**src/rtl/rob_retire.sv**
```systemverilog
// -----------------------------------------------------------------------------
// rob_retire
//
// 16-entry circular reorder buffer. Dispatch allocates up to two entries per
// cycle at the tail, three functional units mark entries done by ROB index,
// and up to two completed entries retire per cycle from the head, in program
// order. At most one store retires per cycle.
//
// Optional feature macro: ROB_COMPLETE_BYPASS_EN
//   defined   : retire select also treats an entry as done if a completion for
//               it arrives in the same cycle, and takes data from that port
//               (1-cycle complete->retire).
//   undefined : only stored done bits are used (2-cycle complete->retire).
//
// Ports
//   clk, rst                 clock, synchronous active-high reset
//   alloc_valid_1/2          allocate request, slot 1 then slot 2
//   alloc_rd/pd/old_pd/store_1/2  fields of the allocated entries
//   alloc_ready              at least two entries free
//   alloc_idx_1/2            tail and tail+1 (combinational)
//   complete_valid/rob/data_1..3  FU results, addressed by ROB index
//   retire_valid_1/2         registered retire strobes, oldest first
//   retire_rd/pd/old_pd/data/store_1/2  fields of the retired entries
//   count, empty, full       occupancy
// -----------------------------------------------------------------------------
module rob_retire #(
  parameter int DEPTH  = 16,
  parameter int PTR_W  = 4,
  parameter int PREG_W = 6,
  parameter int AREG_W = 5,
  parameter int DATA_W = 32
) (
  input  logic              clk,
  input  logic              rst,

  input  logic              alloc_valid_1,
  input  logic              alloc_valid_2,
  input  logic [AREG_W-1:0] alloc_rd_1,
  input  logic [AREG_W-1:0] alloc_rd_2,
  input  logic [PREG_W-1:0] alloc_pd_1,
  input  logic [PREG_W-1:0] alloc_pd_2,
  input  logic [PREG_W-1:0] alloc_old_pd_1,
  input  logic [PREG_W-1:0] alloc_old_pd_2,
  input  logic              alloc_store_1,
  input  logic              alloc_store_2,
  output logic              alloc_ready,
  output logic [PTR_W-1:0]  alloc_idx_1,
  output logic [PTR_W-1:0]  alloc_idx_2,

  input  logic              complete_valid_1,
  input  logic [PTR_W-1:0]  complete_rob_1,
  input  logic [DATA_W-1:0] complete_data_1,
  input  logic              complete_valid_2,
  input  logic [PTR_W-1:0]  complete_rob_2,
  input  logic [DATA_W-1:0] complete_data_2,
  input  logic              complete_valid_3,
  input  logic [PTR_W-1:0]  complete_rob_3,
  input  logic [DATA_W-1:0] complete_data_3,

  output logic              retire_valid_1,
  output logic [AREG_W-1:0] retire_rd_1,
  output logic [PREG_W-1:0] retire_pd_1,
  output logic [PREG_W-1:0] retire_old_pd_1,
  output logic [DATA_W-1:0] retire_data_1,
  output logic              retire_store_1,
  output logic              retire_valid_2,
  output logic [AREG_W-1:0] retire_rd_2,
  output logic [PREG_W-1:0] retire_pd_2,
  output logic [PREG_W-1:0] retire_old_pd_2,
  output logic [DATA_W-1:0] retire_data_2,
  output logic              retire_store_2,

  output logic [PTR_W:0]    count,
  output logic              empty,
  output logic              full
);

  localparam int             NCMP      = 3;
  localparam logic [PTR_W:0] READY_MAX = (PTR_W+1)'(DEPTH - 2);
  localparam logic [PTR_W:0] FULL_CNT  = (PTR_W+1)'(DEPTH);

  // Entry control bits (reset) and payload (not reset).
  logic [DEPTH-1:0]  ent_valid;
  logic [DEPTH-1:0]  ent_done;
  logic [DEPTH-1:0]  ent_store;
  logic [AREG_W-1:0] ent_rd     [DEPTH];
  logic [PREG_W-1:0] ent_pd     [DEPTH];
  logic [PREG_W-1:0] ent_old_pd [DEPTH];
  logic [DATA_W-1:0] ent_data   [DEPTH];

  logic [PTR_W-1:0]  head;
  logic [PTR_W-1:0]  tail;
  logic [PTR_W-1:0]  head_nx;
  logic [PTR_W-1:0]  tail_nx;
  logic [PTR_W:0]    cnt;

  // Completion ports gathered into arrays so they can be walked in k order.
  logic              cmp_valid [NCMP];
  logic [PTR_W-1:0]  cmp_rob   [NCMP];
  logic [DATA_W-1:0] cmp_data  [NCMP];

  assign cmp_valid[0] = complete_valid_1;
  assign cmp_valid[1] = complete_valid_2;
  assign cmp_valid[2] = complete_valid_3;
  assign cmp_rob[0]   = complete_rob_1;
  assign cmp_rob[1]   = complete_rob_2;
  assign cmp_rob[2]   = complete_rob_3;
  assign cmp_data[0]  = complete_data_1;
  assign cmp_data[1]  = complete_data_2;
  assign cmp_data[2]  = complete_data_3;

  // Pointers wrap for free because DEPTH is a power of two.
  assign head_nx = head + PTR_W'(1);
  assign tail_nx = tail + PTR_W'(1);

  // ---------------------------------------------------------------------------
  // Allocation acceptance. alloc_ready looks only at the current count, so a
  // retire in the same cycle never frees a slot for that cycle's dispatch.
  // ---------------------------------------------------------------------------
  logic       alloc_acc_1;
  logic       alloc_acc_2;
  logic [1:0] n_alloc;

  assign alloc_ready = (cnt <= READY_MAX);
  assign alloc_idx_1 = tail;
  assign alloc_idx_2 = tail_nx;
  assign alloc_acc_1 = alloc_ready & alloc_valid_1;
  assign alloc_acc_2 = alloc_acc_1 & alloc_valid_2;
  assign n_alloc     = {1'b0, alloc_acc_1} + {1'b0, alloc_acc_2};

  // ---------------------------------------------------------------------------
  // Retire select: effective done/data for the two oldest entries.
  // ---------------------------------------------------------------------------
  logic              head_done;
  logic              next_done;
  logic [DATA_W-1:0] head_data;
  logic [DATA_W-1:0] next_data;

  always_comb begin
    // NOTE: every signal driven here gets a default first, so no path leaves
    // it unassigned and no latch is inferred.
    head_done = ent_done[head];
    head_data = ent_data[head];
    next_done = ent_done[head_nx];
    next_data = ent_data[head_nx];
`ifdef ROB_COMPLETE_BYPASS_EN
    // Ascending k so the highest-numbered matching port supplies the data.
    for (int k = 0; k < NCMP; k++) begin
      if (cmp_valid[k] && (cmp_rob[k] == head)) begin
        head_done = 1'b1;
        head_data = cmp_data[k];
      end
      if (cmp_valid[k] && (cmp_rob[k] == head_nx)) begin
        next_done = 1'b1;
        next_data = cmp_data[k];
      end
    end
`endif
  end

  logic       ret_1;
  logic       ret_2;
  logic [1:0] n_ret;

  // Second slot requires the first, and two stores never retire together.
  assign ret_1 = ent_valid[head] & head_done;
  assign ret_2 = ret_1 & ent_valid[head_nx] & next_done
               & ~(ent_store[head] & ent_store[head_nx]);
  assign n_ret = {1'b0, ret_1} + {1'b0, ret_2};

  // ---------------------------------------------------------------------------
  // Control state: valid/done bits, pointers, count, retire outputs.
  // ---------------------------------------------------------------------------
  always_ff @(posedge clk) begin
    if (rst) begin
      ent_valid       <= '0;
      ent_done        <= '0;
      head            <= '0;
      tail            <= '0;
      cnt             <= '0;
      retire_valid_1  <= 1'b0;
      retire_rd_1     <= '0;
      retire_pd_1     <= '0;
      retire_old_pd_1 <= '0;
      retire_data_1   <= '0;
      retire_store_1  <= 1'b0;
      retire_valid_2  <= 1'b0;
      retire_rd_2     <= '0;
      retire_pd_2     <= '0;
      retire_old_pd_2 <= '0;
      retire_data_2   <= '0;
      retire_store_2  <= 1'b0;
    end else begin
      // NOTE: non-blocking updates; when several statements below target the
      // same bit, the last one in program order wins (complete, then
      // allocate, then retire-clear).
      for (int k = 0; k < NCMP; k++) begin
        if (cmp_valid[k] && ent_valid[cmp_rob[k]]) begin
          ent_done[cmp_rob[k]] <= 1'b1;
        end
      end

      if (alloc_acc_1) begin
        ent_valid[tail] <= 1'b1;
        ent_done[tail]  <= 1'b0;
      end
      if (alloc_acc_2) begin
        ent_valid[tail_nx] <= 1'b1;
        ent_done[tail_nx]  <= 1'b0;
      end

      if (ret_1) begin
        ent_valid[head] <= 1'b0;
        ent_done[head]  <= 1'b0;
      end
      if (ret_2) begin
        ent_valid[head_nx] <= 1'b0;
        ent_done[head_nx]  <= 1'b0;
      end

      head <= head + PTR_W'(n_ret);
      tail <= tail + PTR_W'(n_alloc);
      cnt  <= cnt + (PTR_W+1)'(n_alloc) - (PTR_W+1)'(n_ret);

      retire_valid_1 <= ret_1;
      retire_valid_2 <= ret_2;
      if (ret_1) begin
        retire_rd_1     <= ent_rd[head];
        retire_pd_1     <= ent_pd[head];
        retire_old_pd_1 <= ent_old_pd[head];
        retire_data_1   <= head_data;
        retire_store_1  <= ent_store[head];
      end
      if (ret_2) begin
        retire_rd_2     <= ent_rd[head_nx];
        retire_pd_2     <= ent_pd[head_nx];
        retire_old_pd_2 <= ent_old_pd[head_nx];
        retire_data_2   <= next_data;
        retire_store_2  <= ent_store[head_nx];
      end
    end
  end

  // ---------------------------------------------------------------------------
  // Payload storage.
  // ---------------------------------------------------------------------------
  // NOTE: the payload arrays carry no reset; an entry's fields are only ever
  // read while its valid bit is set, and valid is always written with them.
  always_ff @(posedge clk) begin
    for (int k = 0; k < NCMP; k++) begin
      if (cmp_valid[k] && ent_valid[cmp_rob[k]]) begin
        ent_data[cmp_rob[k]] <= cmp_data[k];
      end
    end
    if (alloc_acc_1) begin
      ent_rd[tail]     <= alloc_rd_1;
      ent_pd[tail]     <= alloc_pd_1;
      ent_old_pd[tail] <= alloc_old_pd_1;
      ent_store[tail]  <= alloc_store_1;
    end
    if (alloc_acc_2) begin
      ent_rd[tail_nx]     <= alloc_rd_2;
      ent_pd[tail_nx]     <= alloc_pd_2;
      ent_old_pd[tail_nx] <= alloc_old_pd_2;
      ent_store[tail_nx]  <= alloc_store_2;
    end
  end

  assign count = cnt;
  assign empty = (cnt == '0);
  assign full  = (cnt == FULL_CNT);

endmodule

```
**config.mk**
```make
export PLATFORM = sky130hd
export DESIGN_NAME = rob_retire
export DESIGN_NICKNAME = d
export VERILOG_FILES = /design/src/rtl/rob_retire.sv
export SDC_FILE = /design/constraint.sdc
export NUM_CORES = 2
export LEC_CHECK = 0
export CORE_AREA = 2 2 397 399
export CTS_BUF_LIST = sky130_fd_sc_hd__clkbuf_16
export DETAILED_ROUTE_END_ITERATION = 12
export DIE_AREA = 0 0 399 401
export PLACE_DENSITY = 0.56
export SLEW_MARGIN = 15
export SYNTH_ARGS = -nofsm -noshare
export SYNTH_HDL_FRONTEND = slang
export SYNTH_SLANG_ARGS = --single-unit
```
**constraint.sdc**
```tcl
create_clock -name clk -period 7 [get_ports clk]
set_clock_uncertainty 0.15 [all_clocks]
set_input_delay 1.4 -clock clk [delete_from_list [all_inputs] [get_ports clk]]
set_output_delay 1.4 -clock clk [all_outputs]
set_load 0.005 [all_outputs]
```
---- Word-level counts from Yosys, hierarchy flattened ----
Memories as Yosys holds them, arrays and structs flattened. A register that Yosys moved wholly into a read port is not among the register bits.
Cells that the tools add are included.
storage, ports and cells
  register bits after elaboration ......... 65
  memory bits (writable) .................. 784
  output and inout port bits .............. 118
  logic and storage cells ................. 138
  memories ................................ 4
memories
  name        words  width  rd ports  clocked after Yosys merged registers in  write ports  RTL line  RTL
  ent_data    16     32     2         2                                        3            89        logic [DATA_W-1:0] ent_data [DEPTH];
  ent_old_pd  16     6      2         2                                        2            88        logic [PREG_W-1:0] ent_old_pd [DEPTH];
  ent_pd      16     6      2         2                                        2            87        logic [PREG_W-1:0] ent_pd [DEPTH];
  ent_rd      16     5      2         2                                        2            86        logic [AREG_W-1:0] ent_rd [DEPTH];
operators by class
  $add $sub $neg .......................... 8
  $lt $le $gt $ge ......................... 15
  equality and inequality tests ........... 1
  multiplexer cells ....................... 66
  bitwise gates (word level) .............. 23
  reductions and logical operators ........ 11
operators by type and width
  cell                                                                           number
  16-bit 2-to-1 mux                                                              22
  16-bit AND                                                                     6
  16-bit bitwise OR                                                              5
  16-bit NOT                                                                     4
  1-bit binary-select mux with 4-bit select                                      9
  4-bit by 5-bit less-than comparator with 1-bit output (second input constant)  7
  16-bit bitwise mux                                                             2
  1-bit demux with 4-bit select                                                  7
  4-bit by 1-bit >= comparator with 1-bit output (second input constant)         7
  1-bit 2-to-1 mux                                                               26
  1-bit logical AND                                                              10
  4-bit by 1-bit adder with 4-bit output (second input constant)                 2
  4-bit by 2-bit adder with 4-bit output                                         2
  1-bit AND                                                                      7
  5-bit by 2-bit adder with 5-bit output                                         1
  5-bit equality test (second input constant)                                    1
  5-bit by 4-bit <= comparator with 1-bit output (second input constant)         1
  5-bit logical NOT                                                              1
  5-bit by 2-bit subtractor with 5-bit output                                    1
  1-bit by 1-bit adder with 2-bit output                                         2
  1-bit NOT                                                                      1

---- Longest topological paths before layout ----
  word-level depth ........................ 24
  depth in mapped cells ................... 25
  mapped depth without buffers ............ 18

---- Worst setup path after synthesis ----
Ideal clock, no wire load.
  path type ............................... input port to flip-flop
  start ................................... in complete_rob_1[1]
  end ..................................... mem ent_data[12][0] (enable)
  arrival time ............................ 5.884 ns
  slack ................................... 0.429 ns
  stages on the path ...................... 4
  path buffers ............................ 1
  path through ............................ clkbuf_1 mux4_2 nand4_1 o311ai_0
RTL lines
  element      RTL line  RTL
  from (decl)  51        input logic [PTR_W-1:0] complete_rob_1,
  to (decl)    89

---- Final worst setup path ----
  start ................................... reg head[1]
  end ..................................... reg cnt[4], in the netlist count[4]
on the way
  longest elaborated chain between the ends .. 8
  elaborated cells between the ends (all ways) .. 21
  classes of those cells .................. 3 x add/sub; 12 x mux; 6 x bitwise
RTL lines
  element                                                                  RTL line  RTL
  from (decl)                                                              91        logic [PTR_W-1:0] head;
  from (signal assigned)                                                   221       head <= head + PTR_W'(n_ret);
  4-bit by 1-bit adder with 4-bit output, or another cell as far along     113       assign head_nx = head + PTR_W'(1);
  1-bit binary-select mux with 4-bit select, or another cell as far along  167       assign ret_2 = ret_1 & ent_valid[head_nx] & next_done
  1-bit 2-to-1 mux (not written as such), or another cell as far along     167
  1-bit AND, on equally long branches                                      167, 168
  1-bit AND or 1-bit NOT (tied branches)                                   167, 168
  1-bit AND *                                                              168       & ~(ent_store[head] & ent_store[head_nx]);
  net ret_2                                                                162       logic ret_2;
  1-bit by 1-bit adder with 2-bit output *                                 169       assign n_ret = {1'b0, ret_1} + {1'b0, ret_2};
  5-bit by 2-bit subtractor with 5-bit output *                            223       cnt <= cnt + (PTR_W+1)'(n_alloc) - (PTR_W+1)'(n_ret);
  to (signal assigned)                                                     223
  to (decl)                                                                95        logic [PTR_W:0] cnt;
The timed path passes the listed nets; every way through them passes the cells marked *. The select of a mux whose other input is x is not followed.
A chain may end at the register's enable or synchronous reset.

==> results by group <==
Drt
  • DRC violation count after routing: 0
  • DR vias/cell: 6.074
  • Pre-Repair DR Iteration Count: 5
  • Routed length per instance: 30.93 um
  • Initial drt markers: 4609
  • Drt total wl: 203.8 mm
  • ANT nets after route: 0
  • DR vias: 40030

Synthesis
  • Synth Area in Simple Gates: 6.620%
  • Ys flop type: edfxtp_1
  • Number of synthesized flops with an enable pin: 784
  • #FFs+latches synth: 947
  • Synth Area in XOR/XNOR: 0.2267%
  • FFs w/ async S/R, synth: 0%
  • Mux cell area share after synthesis: 36.37%
  • Synth Area in Compound Gates: 5.534%
  • Netlist Area Pre-Place: 57400 um2
  • Syn nets: 4640
  • Syn Area/Cell: 12.87 um2
  • Synth top area share: 41.01%
  • Yosys warnings: 0
  • Post-Synth Adder-Cell Area: 0.6845%
  • Post-Synthesis Cells: 4460
  • Main combinational cell family by area after synthesis: multiplexers
  • Synth area leader: edfxtp_1
  • Top cells by area, synth: edfxtp_1, mux4_2, mux2i_1
  • Distinct cells, synth: 54
  • Sequential area share after synthesis: 46.70%

Clock network
  • Post-CTS Setup Repair Bufs: 0
  • TritonCTS clock tree: built
  • Clock sink count: 947
  • Clock transition at the registers of the reported paths: 0.06 ns
  • CTS Buffer Depth: 3
  • Cts hold-fix bufs: 0
  • Worst skew pair latency: 0.79 ns
  • Root Buffer Master: clkbuf_16
  • Post-CTS sizing: 0
  • Clock buffer count from CTS: 113
  • H-tree depth: 3

Min path
  • Worst hold path type: reg -> reg
  • Hold Crit Start: retire_old_pd_2[4]$_SDFFE_PP0N_
  • Hold Crit Endpoint: retire_old_pd_2[4]$_SDFFE_PP0N_
  • Hold depth: 2

Global routing
  • First-pass GRT wire length: 290.1 mm
  • Gr usage total: 25.03%
  • Vias in the first global route: 39060
  • Initial antenna violation count: 20
  • GR Overflow Total: 0
  • Pin count of the biggest net entering global routing: 126

Setup path
  • CP delay by family, top: adder cells
  • Worst path bufs/invs: 4
  • CP required: 7.48 ns
  • Critical Path AT: 5.82 ns
  • Slowest library cell on the worst path: ha_4
  • Crit. End Element: flop
  • Delay of the slowest cell on the worst path: 0.87 ns
  • Worst R2R Setup Slack: 1.66 ns
  • Critical Path, Cell by Cell: inv_1, ha_4, buf_4, nand4b_1, nand4_1, nand3_4, inv_1, ha_1, ha_1, inv_1, ha_1, fa_1, a21oi_1, nor2_1, nor2_1, xor2_1, nor2_1
  • Reg2Reg Depth: 17
  • Startpoint Class: flop
  • Critical path peak fanout: 45
  • R2r endpoint: count[4]$_SDFF_PP0_
  • CP Class: reg -> reg
  • Reg2reg start: head[1]$_SDFF_PP0_

STA
  • RSZ-0062 raised after global routing: no
  • Fin. max-slew vios: 0
  • Final setup fails: 0
  • Worst Tran Pin Value: 1.161 ns
  • Final Cycle Share: 76.34%
  • Minimum clock period: 5.343 ns
  • Max Freq: 187.1 MHz
  • Endpoints failing hold: 0
  • Total Neg Setup Slack: 0 ns
  • Max_slew headroom: 22.33%

Finish
  • # fillers: 14350
  • Nets: 4605
  • Area Growth Syn to Fin: 13.84%
  • Post-layout util: 41.98%
  • Share of cells above drive strength 1: 24.40%

Place
  • Gpl congestion: 0.8574
  • PortBufs: 268
  • Detailed Place HPWL: 119.6 mm

Floorplan
  • IO Pins: 269
  • Initial core utilization: 36.87%
  • Core ar.: 155700 um2
  • FP Rows: 145
  • Die W: 399 um
  • Die area: 160000 um2
  • DIE HEIGHT: 401 um

Power
  • Total power: 13300 uW
  • Power per cell area: 203.5 nW/um2
  • Leak: 0.02193 uW
  • Worst VDD drop: 0.1988 mV

Run
  • Max cap viols: 0

Outcome
  • Outcome: completed
==> registers in the layout, summed over array words and instances, names as in the netlist, 16 cells and up <==
| name | flops |
|---|---|
| ent_done | 16 |
| ent_valid | 16 |
| ent_rd | 80 |
| retire_data_2 | 32 |
| ent_pd | 96 |
| ent_data | 512 |
| ent_old_pd | 96 |
| ent_store | 16 |
| retire_data_1 | 32 |
==> where the power goes <==
group          total (uW)  switching [uW]  internal [uW]  leakage, uW
Clock                5790            2590           3200      0.00190
Sequential           6310            87.5           6230      0.00838
Combinational        1200             670            527       0.0116
==> worst max path at each step <==
stage,start,endpoint,depth (start not counted)
global route,head[0]$_SDFF_PP0_,count[4]$_SDFF_PP0_,17
global placement,head[1]$_SDFF_PP0_,count[4]$_SDFF_PP0_,17
floorplan,complete_rob_1[1],ent_data[12][0]$_DFFE_PP_,4
finish,head[1]$_SDFF_PP0_,count[4]$_SDFF_PP0_,17
CTS,head[1]$_SDFF_PP0_,count[4]$_SDFF_PP0_,17
detailed placement,head[1]$_SDFF_PP0_,count[4]$_SDFF_PP0_,17
==> final cells by class <==
cell class | instances | area (um2) | area share [%]
Antenna cell | 7 | 17.52 | 0.02681
Clock buffer | 113 | 2828 | 4.328
Clock inverter | 102 | 763.2 | 1.168
Inverter | 23 | 86.33 | 0.1321
Multi-Input combinational cell | 2967 | 28730 | 43.97
Sequential cell | 947 | 26820 | 41.05
Tap cell | 2058 | 2575 | 3.941
Timing Repair Buffer | 373 | 3522 | 5.390
==> logic make-up (layout without fill, tap and decap cells) <==
family	Yosys count	in the layout
AO/OA/AOI/OAI	607	607
XOR/XNOR	14	14
buffers and inverters	546	611
AND/OR/NAND/NOR	904	904
other	0	7
flip-flops	947	947
adder cells (fa/ha/maj)	29	29
multiplexers	1413	1413
==> cells in the mapped netlist, types with 5 or more instances <==
cell,count
nand3_1,38
inv_1,23
nor3_1,17
dfxtp_1,163
xnor2_1,9
a31oi_1,8
mux4_2,511
o21ai_0,351
nor3b_1,6
nor2b_1,23
mux2_2,273
and2_1,7
buf_2,97
nor2_1,374
and4b_1,5
a41oi_1,5
mux2i_1,629
edfxtp_1,784
nand4b_1,6
o211ai_1,6
nand2b_1,7
nand2_1,371
a21oi_1,211
buf_1,65
buf_4,10
ha_1,25
clkbuf_1,350
nand4_1,12
and3_1,14
==> worst register-to-register path, cell delays in order, from the launching register on <==
cell	delay, ns
dfxtp_4	0.67
inv_1	0.27
ha_4	0.87
buf_4	0.63
nand4b_1	0.19
nand4_1	0.30
nand3_4	0.14
inv_1	0.06
ha_1	0.36
ha_1	0.30
inv_1	0.04
ha_1	0.20
fa_1	0.47
a21oi_1	0.18
nor2_1	0.07
nor2_1	0.11
xor2_1	0.15
nor2_1	0.05
==> per-layer routing <==
layer | GRT usage, % | up-vias | routed length (um)
met2 | 38.62 | 1943 | 92760
met3 | 5.936 | 322 | 19710
met1 | 35.40 | 20680 | 86420
met4 | 6.312 | 22 | 4769
li1 | - | 17060 | -
met5 | 0 | - | 133
==> cell usage in the layout, fill, tap and decap left out, types with 9 or more instances in the layout <==
cell type | synthesis | final
clkdlybuf4s50_1 | 0 | 267
ha_1 | 25 | 24
a21oi_1 | 211 | 211
mux4_2 | 511 | 511
clkinv_1 | 0 | 24
xnor2_1 | 9 | 9
nand2_1 | 371 | 365
nand3_1 | 38 | 32
clkbuf_16 | 0 | 113
mux2_2 | 273 | 273
buf_4 | 10 | 101
nor3_1 | 17 | 16
clkinv_2 | 0 | 18
o21ai_0 | 351 | 341
inv_1 | 23 | 65
nor2_1 | 374 | 371
dfxtp_1 | 163 | 159
nor2b_1 | 23 | 20
mux2i_1 | 629 | 629
edfxtp_1 | 784 | 784
nand4_1 | 12 | 12
==> per-stage QoR <==
step / hold WS [ns] / cell area [um2] / setup WS (ns) / cells
after global placement: 0.3220 / 61710 / 1.613 / 6367
final: 0.3434 / 65340 / 1.657 / 6590
after CTS: 0.3484 / 65320 / 1.636 / 6583
after global routing: 0.3616 / 65330 / 1.442 / 6586
after floorplan: 0.3279 / 57400 / 0.4290 / 4460
after detailed placement: 0.3343 / 61730 / 1.651 / 6368
Power figures use the tool's default switching activity.
